[config.mk]
export PLATFORM = sky130hd
export DESIGN_NAME = mirfak_fetch_unit
export DESIGN_NICKNAME = d
export VERILOG_FILES = /design/src/rtl/mirfak_defines.sv /design/src/rtl/mirfak_fetch_unit.sv
export SDC_FILE = /design/constraint.sdc
export NUM_CORES = 1
export LEC_CHECK = 0
export CAP_MARGIN = 20
export CORE_ASPECT_RATIO = 0.9
export CORE_MARGIN = 2
export CORE_UTILIZATION = 38
export DETAILED_ROUTE_END_ITERATION = 16
export PLACE_DENSITY_LB_ADDON = 0.05
export RECOVER_POWER = 25
export SLEW_MARGIN = 10
export SYNTH_ARGS = -nofsm -noshare
export SYNTH_HDL_FRONTEND = slang
export SYNTH_SLANG_ARGS = --single-unit
[constraint.sdc]
create_clock -name clk_i -period 1.9 [get_ports clk_i]
set_input_delay 0.285 -clock clk_i [delete_from_list [all_inputs] [get_ports clk_i]]
set_output_delay 0.285 -clock clk_i [all_outputs]
set_load 0.05 [all_outputs]
[src/rtl/mirfak_defines.sv]
// Shared definitions for the Mirfak fetch stage: FSM encodings and
// instruction constants.
package mirfak_defines;

   typedef enum logic [1:0] {
      FETCH_REQ  = 2'd0,
      FETCH_KILL = 2'd1,
      FETCH_HOLD = 2'd2,
      FETCH_HALT = 2'd3
   } fetch_state_e;

   localparam logic [31:0] NOP       = 32'h0000_0013;
   localparam logic [31:0] WORD_MASK = 32'hFFFF_FFFC;

endpackage

[src/rtl/mirfak_fetch_unit.sv]
// Instruction fetch stage: owns the PC, runs single-outstanding Wishbone reads
// and holds one fetched word for the IF/ID handshake.
module mirfak_fetch_unit #(
   parameter logic [31:0] RESET_ADDR = 32'h8000_0000
) (
   input  logic        clk_i,
   input  logic        rst_ni,
   output logic [31:0] iwbm_addr_o,
   output logic        iwbm_cyc_o,
   output logic        iwbm_stb_o,
   input  logic [31:0] iwbm_data_i,
   input  logic        iwbm_ack_i,
   input  logic        iwbm_err_i,
   input  logic        ifid_enable_i,
   input  logic        id_bj_taken_i,
   input  logic [31:0] id_bj_target_i,
   input  logic        wb_exception_i,
   input  logic        wb_xret_i,
   input  logic [31:0] wb_target_i,
   output logic        if_ready_o,
   output logic [31:0] if_pc_o,
   output logic [31:0] if_instruction_o,
   output logic        if_bus_error_o
);
   import mirfak_defines::*;

   fetch_state_e state_q, state_d;
   logic [31:0]  pc_q, pc_d;
   logic [31:0]  kill_addr_q, kill_addr_d;
   logic         cyc_q, cyc_d;
   logic [31:0]  buf_pc_q, buf_pc_d;
   logic [31:0]  buf_instr_q, buf_instr_d;
   logic         buf_err_q, buf_err_d;

   logic         redirect;
   logic [31:0]  target;
   logic         beat_done;

   assign redirect  = wb_exception_i | wb_xret_i | id_bj_taken_i;
   assign target    = ((wb_exception_i | wb_xret_i) ? wb_target_i : id_bj_target_i) & WORD_MASK;
   // cyc_q gates termination so a stray ack outside a bus cycle is ignored.
   assign beat_done = cyc_q & (iwbm_ack_i | iwbm_err_i);

   always_comb begin
      // NOTE: every next-state signal takes its hold value first so no path leaves it unassigned (no latches).
      state_d     = state_q;
      pc_d        = pc_q;
      kill_addr_d = kill_addr_q;
      buf_pc_d    = buf_pc_q;
      buf_instr_d = buf_instr_q;
      buf_err_d   = buf_err_q;

      case (state_q)
         FETCH_REQ: begin
            if (beat_done) begin
               if (redirect) begin
                  pc_d = target;
               end else begin
                  buf_pc_d    = pc_q;
                  buf_instr_d = iwbm_err_i ? NOP : iwbm_data_i;
                  buf_err_d   = iwbm_err_i;
                  state_d     = FETCH_HOLD;
               end
            end else if (redirect) begin
               pc_d = target;
               // Before the first request is on the bus there is nothing to kill.
               if (cyc_q) begin
                  kill_addr_d = pc_q;
                  state_d     = FETCH_KILL;
               end
            end
         end
         FETCH_KILL: begin
            if (redirect)  pc_d    = target;
            if (beat_done) state_d = FETCH_REQ;
         end
         FETCH_HOLD: begin
            if (redirect) begin
               pc_d    = target;
               state_d = FETCH_REQ;
            end else if (ifid_enable_i) begin
               if (buf_err_q) begin
                  state_d = FETCH_HALT;
               end else begin
                  pc_d    = pc_q + 32'd4;
                  state_d = FETCH_REQ;
               end
            end
         end
         FETCH_HALT: begin
            if (redirect) begin
               pc_d    = target;
               state_d = FETCH_REQ;
            end
         end
         default: state_d = FETCH_REQ;
      endcase

      cyc_d = (state_d == FETCH_REQ) || (state_d == FETCH_KILL);
   end

   always_ff @(posedge clk_i or negedge rst_ni) begin
      if (!rst_ni) begin
         state_q     <= FETCH_REQ;
         pc_q        <= RESET_ADDR;
         kill_addr_q <= RESET_ADDR;
         cyc_q       <= 1'b0;
         buf_pc_q    <= RESET_ADDR;
         buf_instr_q <= NOP;
         buf_err_q   <= 1'b0;
      end else begin
         // NOTE: non-blocking assignments so every register samples pre-edge values.
         state_q     <= state_d;
         pc_q        <= pc_d;
         kill_addr_q <= kill_addr_d;
         cyc_q       <= cyc_d;
         buf_pc_q    <= buf_pc_d;
         buf_instr_q <= buf_instr_d;
         buf_err_q   <= buf_err_d;
      end
   end

   // A killed cycle stays at its original address until the slave terminates it.
   assign iwbm_addr_o      = (state_q == FETCH_KILL) ? kill_addr_q : pc_q;
   assign iwbm_cyc_o       = cyc_q;
   assign iwbm_stb_o       = cyc_q;
   assign if_ready_o       = (state_q == FETCH_HOLD);
   assign if_pc_o          = buf_pc_q;
   assign if_instruction_o = if_ready_o ? buf_instr_q : NOP;
   assign if_bus_error_o   = if_ready_o & buf_err_q;

endmodule

# After elaboration in Yosys (flattened, before gate mapping)
# Index checks and enable logic that the tools add are counted.
dict set report totals {
  inputBits 104
  regBits 132
  latchBits 0
  elab_cells 48
  rom_bits 0
  mem_bits_rw 0
  mem_count 0
}
dict set report op_classes {
  order_cmp 0
  shifts 0
  eq_ne 7
  n_addsub 1
  n_div 0
  muxes 19
  n_bitwise 7
  mul 0
  reduce_logical 7
}
# op n
set ops {}
lappend ops {{two-way mux 32 bit} 8}
lappend ops {{one-hot mux 32 bit (2 select lines)} 1}
lappend ops {{adder 32 x 3 -> 32 bit (second input constant)} 1}
lappend ops {{two-way mux 2 bit} 9}
lappend ops {{one-hot mux 2 bit (4 select lines)} 1}
lappend ops {{!= test 3 x 2 -> 1 bit (second input constant)} 2}
lappend ops {{AND reduction 3 bit} 2}
lappend ops {{equality test 2 x 1 -> 1 bit (second input constant)} 2}
lappend ops {{equality test 2 bit (second input constant)} 2}
lappend ops {{zero test 2 bit} 2}
lappend ops {{AND reduction 4 bit} 1}
lappend ops {{OR 1 bit} 3}
lappend ops {{OR reduction 3 bit} 1}
lappend ops {{bitwise AND 1 bit} 2}
lappend ops {{!= test 2 x 1 -> 1 bit (second input constant)} 1}
lappend ops {{inverter 1 bit} 2}
lappend ops {{logical OR 1 bit} 1}

# Longest topological paths before layout
dict set report depth {
  word_depth 7
  depth_mapped 7
  ltp_nobuf 6
}

# Least setup slack after synthesis
# OpenSTA, ideal clock, no wires.
dict set report synth_path {
  path_kind {reg-to-output}
  start {register state_q[0]}
  end {output iwbm_addr_o[13]}
  n_path_buf 1
  path_stages_with_launch 4
  slack_ns -0.244
  arrival_time_ns 1.859
  t_required_ns 1.615
  cell_sequence {dfrtp_1 > nor2b_1 > buf_2 > o21ai_0}
}
dict set report synth_between {
  elab_chain_cells 2
}
# element line_no
set synth_rtl {}
lappend synth_rtl {{start, declared} mirfak_fetch_unit.sv:27} ;# fetch_state_e state_q, state_d;
lappend synth_rtl {{start signal, assigned} mirfak_fetch_unit.sv:113} ;# state_q <= state_d;
lappend synth_rtl {{equality test 2 x 1 -> 1 bit} mirfak_fetch_unit.sv:124} ;# assign iwbm_addr_o = (state_q == FETCH_KILL) ? kill_addr_q : pc_q;
lappend synth_rtl {{two-way mux 32 bit} mirfak_fetch_unit.sv:124}
lappend synth_rtl {{end, declared} mirfak_fetch_unit.sv:8} ;# output logic [31:0] iwbm_addr_o,
# No other way between the ends.

# Worst setup path after layout
dict set report layout_path {
  start {register state_q[1]}
  end {output iwbm_addr_o[8]}
}
# Same word-level chain as after synthesis.

==> summary.md <==
The flow ran to the end, but the final reports show violations. The final reports fail on setup timing. In this run, the number of DRC markers left after iteration 0 of detailed routing was 389. For the number of antenna violations at the first check in global routing, the log shows 0. The standard cell with the maximum stage delay on the critical path was sky130_fd_sc_hd__dfrtp_2.

After detailed routing, the number of remaining DRC violations is 0. The tree built by TritonCTS fans out to 126 sinks. The number of placed instances, taps included, is 1,174. The congestion estimate from routability-driven global placement came to 0.863.

The placed instances occupy a cell area of 9530 µm². The final worst-path cycle share is 1.08. The final worst-path setup slack is -0.148 ns. Data on the critical path is required at its endpoint by 1.62 ns. The peak supply drop was 0.604 mV. The worst setup slack before clock tree synthesis was -0.122 ns; the fraction of registers with async set or reset after synthesis was 1.00. By count the netlist is led by sky130_fd_sc_hd__nand2_1, sky130_fd_sc_hd__dfrtp_1, sky130_fd_sc_hd__a21oi_1, sky130_fd_sc_hd__o21ai_1, sky130_fd_sc_hd__nand2b_1.

During I/O placement, the number of pins put on the boundary was 204. The share of cells above drive strength 1 is 0.275, and the cell internal power dissipation is 6940 µW. Across all layers, the routed design uses 6,260 vias. The logs give 0.476 for the register area share after synthesis and 0.635 for the utilization of the core after routing. Ranked by total cell area, the synthesized netlist is headed by sky130_fd_sc_hd__dfrtp_1, sky130_fd_sc_hd__nand2_1, sky130_fd_sc_hd__mux2_2.

For the number of inserted diodes, the log shows 0. The cell count after synthesis came out at 735. The cell type with the highest aggregate area in the netlist is sky130_fd_sc_hd__dfrtp_1.

The die is 143 µm wide. During placement, the flow inserted port buffers numbering 195. The pre-antenna-repair detailed-routing pass consisted of 5 iterations. The total global-route track usage was 0.222.

Compared with the post-synthesis result, the final layout area differs by 62.4%. The wire length after detailed routing is 21,200 µm, and the vertical die dimension is 129 µm. Dividing the detail-routed wire length by the instance count gives 17.3 µm. The analysis attributes to net switching a power of 3600 µW. The synthesized area divided by synthesized cell count came out at 9.04 µm². The net switching share of the total power is 0.342, and the final count of pins violating max slew is 0. STA classifies the critical path startpoint as a register. The deepest level of the CTS H-tree was 4; the number of warnings printed during yosys synthesis was 0.

The reported leakage power came out at 0.00506 µW. The finished layout cell area was 10,800 µm²; the minimum clock period was 2.05 ns. The main flop type after synthesis is sky130_fd_sc_hd__dfrtp_1. The hold violation count in the final report came out at 0. The buffer depth of the longest clock path came out at 2. The biggest cell delay along the critical path is 0.42 ns. The kind of critical path was reg2out. For this run, the number of standard cells in the final layout without fillers is 1,225.

By instance count, the leading cell after synthesis is sky130_fd_sc_hd__nand2_1. The relative slew slack came out at 0.303. The number of global-route vias before repair was 6,138; the count of antenna-violating nets left after detailed routing was 0. The wire length of the first global-routing pass was 31,900 µm; the number of placement rows was 45. The combinational power share came out at 0.334. In this run the worst hold path is classified as in2reg. The wire-length estimate of the detail-placed layout is 14,200 µm. The worst setup path is captured at an output port. The synthesized netlist occupies a cell area of 6640 µm².

Entering global routing, the biggest net connects 47 pins. The logs give 0.391 for the initial standard-cell utilization of the core and 55 for the distinct cell type count of the synthesized netlist. The number of storage elements in the synthesis netlist was 126; the post-route clock skew was 0.00964 ns.

The run gives 0.345 as the part of the total power dissipated in sequential elements. In this run the worst path has a maximum fanout of 13. The synthesized design contains 0 enable-type register cells. At the pin with the least slew margin, the transition time is 1.05 ns. Power spread over the standard cell area amounts to 977 nW/µm².

In the final design database the tool counted 1,082 nets. Across the run, the number of max-cap violations was 0. Setup repair after global routing could not meet its margin everywhere. Mean number of vias per cell: 5.11. Setup violations remaining at the end of the flow were counted as 64. The cell sitting at the root of the clock tree is a sky130_fd_sc_hd__clkbuf_16. Traced cell by cell, the critical path runs through nor2b_4, buf_4, buf_12, mux2_2, buf_6. Based on the critical path, the design can be clocked at up to 488 MHz. Data on the critical path arrives at its endpoint at 1.76 ns. TritonCTS built the clock tree. The final worst hold slack is 0.424 ns, and the share of the synthesized area in the top cell type is 0.452. The die covers 18,600 µm².

The logs give 0.41 ns for the latest clock arrival within the worst-skew pair and 1,393 for the number of fill cells in the layout. The number of clock buffers added by TritonCTS is 17. Clock-pin slew was measured on the worst setup and hold paths at 0.06 ns. The residual overflow from global routing was 0. The run gives 17,000 µm² as the area of the core region. The share of power burned in the clock network was 0.321.
## cell usage in the layout, fill, tap and decap left out, types with 3 or more instances in the layout
master,Yosys,layout
sky130_fd_sc_hd__a21oi_1,40,40
sky130_fd_sc_hd__a21oi_2,3,3
sky130_fd_sc_hd__a221oi_1,7,6
sky130_fd_sc_hd__a31oi_1,4,4
sky130_fd_sc_hd__and2_4,0,30
sky130_fd_sc_hd__and3_1,9,9
sky130_fd_sc_hd__buf_12,0,48
sky130_fd_sc_hd__buf_4,8,63
sky130_fd_sc_hd__buf_6,1,29
sky130_fd_sc_hd__buf_8,0,5
sky130_fd_sc_hd__bufinv_16,0,3
sky130_fd_sc_hd__clkbuf_16,0,21
sky130_fd_sc_hd__clkbuf_8,0,3
sky130_fd_sc_hd__clkdlybuf4s50_1,0,106
sky130_fd_sc_hd__clkinv_4,0,4
sky130_fd_sc_hd__conb_1,1,4
sky130_fd_sc_hd__dfrtp_1,120,118
sky130_fd_sc_hd__dfstp_2,6,6
sky130_fd_sc_hd__dlymetal6s2s_1,0,18
sky130_fd_sc_hd__inv_1,9,9
sky130_fd_sc_hd__mux2_1,28,28
sky130_fd_sc_hd__mux2_2,31,14
sky130_fd_sc_hd__mux2_4,0,17
sky130_fd_sc_hd__mux2i_1,9,9
sky130_fd_sc_hd__nand2_1,186,185
sky130_fd_sc_hd__nand2b_1,33,33
sky130_fd_sc_hd__nand3_1,18,17
sky130_fd_sc_hd__nand3b_1,3,3
sky130_fd_sc_hd__nand4_1,13,13
sky130_fd_sc_hd__nor2_1,28,26
sky130_fd_sc_hd__nor3_1,5,4
sky130_fd_sc_hd__o21ai_0,17,14
sky130_fd_sc_hd__o21ai_1,34,37
sky130_fd_sc_hd__o31ai_1,4,4
sky130_fd_sc_hd__xor2_1,6,6
## worst paths after layout
kind | from | endpoint | slack (ns) | cells after the start
setup / recovery | state_q[1] | iwbm_addr_o[8] | -0.15 | 5
hold / removal | wb_target_i[2] | pc_q[2] | 0.42 | 3
setup reg to reg | state_q[0] | pc_q[29] | 0.07 | 9
hold reg to reg | buf_instr_q[1] | buf_instr_q[1] | 0.45 | 2
max in group asynchronous | rst_ni | buf_instr_q[1] | 0.34 | 3
min in group asynchronous | rst_ni | kill_addr_q[3] | 0.58 | 2
## logic make-up after synthesis
kind of cell	after synthesis	synth area share
xor+xnor	9	0.0119
fa+ha+maj	1	0.00188
buf+inv	67	0.0475
flops	126	0.476
mux	68	0.114
simple gates	344	0.246
other cells	1	0.000565
compound gates	119	0.102
## registers in the layout (all words and copies together) (netlist names)
| name | count |
|---|---|
| buf_instr_q | 32 |
| if_pc_o | 30 |
| kill_addr_q | 30 |
| pc_q | 30 |
| state_q | 2 |
| buf_err_q | 1 |
| iwbm_cyc_o | 1 |
## stage by stage
stage | setup TNS, ns | total power, µW
final | -6.56 | 10500
after CTS | -5.84 | 10600
after global placement | -2.71 | 6870
after detailed placement | -4.90 | 6960
after floorplan | 0 | 5660
after global routing | -10.50 | 11000
## routing by layer
| layer | GRT usage | routed length [µm] | vias up |
|---|---|---|---|
| li1 | - | - | 2963 |
| met1 | 0.296 | 9320 | 3016 |
| met2 | 0.361 | 10000 | 248 |
| met3 | 0.0525 | 1370 | 33 |
| met4 | 0.0669 | 469 | 0 |
| met5 | 0 | 0 | - |
## area by class of cell
| type | count | area [µm²] | area share |
|---|---|---|---|
| timing repair buffer | 278 | 3280 | 0.304 |
| clock inverter | 12 | 159 | 0.0147 |
| clock buffer | 20 | 467 | 0.0433 |
| inverter | 9 | 33.8 | 0.00313 |
| sequential | 126 | 3160 | 0.293 |
| multi-input combinational | 545 | 3390 | 0.314 |
| tap | 235 | 294 | 0.0272 |
## timing repair
item | 4_1_cts | 5_1_grt
pin swaps | 0 | 1
endpoints found under the hold margin | 36 | 0
setup buffers | 6 | 5
gates resized for setup | 78 | 41
endpoints found under the setup margin | 65 | 148
hold buffers | 1 | 0
cloned | 1 | 6
## power by group through the flow
stage | logic [µW] | registers [µW] | clock network [µW]
after floorplan | 1440 | 4220 | 0
after global placement | 3240 | 3640 | 0
after detailed placement | 3280 | 3670 | 0
after CTS | 3480 | 3640 | 3460
after global routing | 3740 | 3720 | 3580
final | 3520 | 3640 | 3380
## critical path, delay by kind of cell (launching register included)
kind | cells | cell delay [ns]
muxes | 1 | 0.36
DFF | 1 | 0.42
and+or+nand+nor | 1 | 0.13
buffers and inverters | 3 | 0.44
Power figures use the tool's default switching activity.
==> variant, RTL diff (same settings) <==
Add an input register stage for `id_bj_target_i` and `wb_target_i`; this delays them by one clock. The other inputs are not delayed to match.
--- a/src/rtl/mirfak_fetch_unit.sv
+++ b/src/rtl/mirfak_fetch_unit.sv
@@ -26,2 +26,10 @@
 
+   logic [31:0] id_bj_target_q;
+   logic [31:0] wb_target_q;
+
+   always_ff @(posedge clk_i) begin
+      id_bj_target_q <= id_bj_target_i;
+      wb_target_q    <= wb_target_i;
+   end
+
    fetch_state_e state_q, state_d;
@@ -39,3 +47,3 @@
    assign redirect  = wb_exception_i | wb_xret_i | id_bj_taken_i;
-   assign target    = ((wb_exception_i | wb_xret_i) ? wb_target_i : id_bj_target_i) & WORD_MASK;
+   assign target    = ((wb_exception_i | wb_xret_i) ? wb_target_q : id_bj_target_q) & WORD_MASK;
    // cyc_q gates termination so a stray ack outside a bus cycle is ignored.
Function: changed (a bounded check fails within 4 cycles, from zero or initial values and one cycle with rst_ni low).
==> variant against the original RTL <==
Sequential cell count grew 60. Routed wire length grew 3.6%. Final area rose by 12%. First-iteration DRC count grew 10%. Power up 15%. Worst setup slack lost 12 ps. Critical path type unchanged. Critical path depth is the same. Synthesized area is 18% higher. Synthesized cell count rose by 8.2%. The run still ends with negative setup slack left.
==> variant: results (changes against the original RTL) <==
global_routing:
  use_met1: 0.2950  # -0.0006766
  grt_pass1_vias: 6623  # +7.9%
  grt_max_degree: 55  # +17%
  grt_pass1_wl_mm: 35.32  # +11%
  grtUsageMet3: 0.03806  # -0.01442
  grt_util_met2: 0.3228  # -0.03857
  grtUsageTotal: 0.2047  # -0.01702
pwr:
  intPower_w: 0.008187  # +18%
  vdd_drop_max_mv: 0.5986  # -0.91%
  leakage_nw: 5.652  # +12%
timing:
  final.setup.worst_slack_ps: -160.2  # -11.81 ps
  finalSetupTns_ps: -8341  # -1778 ps
  setup_violations: 107  # +67%
  relSlewSlack: 0.2311  # -0.07192
  fin_skew_ps: 8.761  # -0.8792 ps
final_layout:
  largest_register_ffs: 32  # unchanged
  fin_nets: 1161  # +7.3%
  drive_gt1_frac: 0.2984  # +0.02366
hold_path:
  whs_endpoint: "wb_target_q[19]$_DFF_P_"
  whs_path_depth: 1  # -2
  hold_path_startpoint: "wb_target_i[19]"
placed_design:
  placed_cell_area_um2: 10840  # +14%
  place.gp.congestion: 0.8516  # -1.4%
drt:
  viasPerCell: 4.881  # -4.5%
  wirelength_mm: 21.91  # +3.6%
  drtIter0Drc: 428  # +10%
synthesis:
  async_reset_ff_frac: 0.6774  # -0.3226
  synth.distinct_cells: 61  # +11%
  yosys-top-cells-area: "dfrtp_1 (38%), dfxtp_1 (15%), nand2_1 (9.1%)"
  netlist.area_leader.share: 0.3832  # -0.06886
  yosysSeqAreaShare: 0.5566  # +0.08081
  synthTopCellsByCount: "nand2_1 (189), dfrtp_1 (120), dfxtp_1 (60)"
status:
  status: "finished with violations"
  violations: "negative setup slack"
setup_path:
  path_max_fanout: 5  # -8
  crit_arrival_ps: 1780  # +20 ps
  r2r_end: "buf_instr_q[9]$_DFFE_PN0P_"
  r2r_slack_ps: -60  # -130 ps
  rr_worst_depth: 8  # -1
  endpoint: "iwbm_addr_o[11]"
## variant: cell types whose count changed in the layout (fill, tap and decap cells not counted), moves of 6 or more
| cell | before | now |
|---|---|---|
| clkdlybuf4s50_1 | 106 | 40 |
| dfxtp_1 | 0 | 60 |
| dlygate4sd3_1 | 1 | 61 |
| o21ai_0 | 14 | 52 |
| o21ai_1 | 37 | 4 |
| mux2_1 | 28 | 3 |
| buf_4 | 63 | 83 |
| mux2_2 | 14 | 33 |
| a21oi_1 | 40 | 33 |
| buf_8 | 5 | 11 |
## variant: final cells by class
| type | instances | area, um^2 |
|---|---|---|
| fill | 1684 | 7976 |
| sequential | 186 | 4365 |
| multi-input combinational | 551 | 3443 |
| timing repair buffer | 295 | 3374 |
| clock buffer | 23 | 510.5 |
| tap | 255 | 319.1 |
| clock inverter | 9 | 101.3 |
| inverter | 5 | 18.77 |
## variant: logic make-up after synthesis
logic type	Yosys count	synth area share
AO/OA/AOI/OAI	125	0.09501
multiplexers	62	0.08846
flip-flops	186	0.5566
buffers and inverters	61	0.03385
adder cells (fa/ha/maj)	1	0.001596
XOR/XNOR	5	0.005589
other	1	0.0004785
AND/OR/NAND/NOR	354	0.2184
## variant: power groups by stage
stage,clock [W],combinational [W],sequential (W)
floorplan,0,0.00144,0.00559
global placement,0,0.00330,0.00500
detailed placement,0,0.00334,0.00504
CTS,0.00369,0.00360,0.00498
global route,0.00386,0.00381,0.00506
finish,0.00360,0.00360,0.00497
## variant: per-stage QoR
stage          hold WS [ps]  worst slack (ps)  instances  total power [W]
2_1_floorplan        -10.59             34.37        798         0.007027
3_3_place_gp          222.2            -420.8       1275         0.008302
3_5_place_dp          234.7            -433.1       1275         0.008383
4_1_cts               280.9            -179.7       1324          0.01226
5_1_grt               384.0            -218.0       1324          0.01274
6_report              401.1            -160.2       1324          0.01217
## variant: metal layers
metal  routed length, um  vias to the layer above
met5                   0                        -
met4                 179                        0
met3                1216                       12
met2                9895                      231
met1               10620                     3027
li1                    -                     3192
## variant: critical path, stage by stage, from the launching register on
cell	delay, ps
dfrtp_2	440
nor2b_4	160
buf_6	140
clkbuf_16	140
mux2_4	310
buf_6	150
## variant: repair_timing
| item | in CTS | in global routing |
|---|---|---|
| endpoints found under the setup margin | 72 | 154 |
| endpoints found under the hold margin | 36 | 0 |
| hold buffers | 1 | 0 |
| gates cloned | 4 | 1 |
| resized for setup | 106 | 43 |
| pin swaps | 10 | 4 |
| buffers inserted | 12 | 2 |
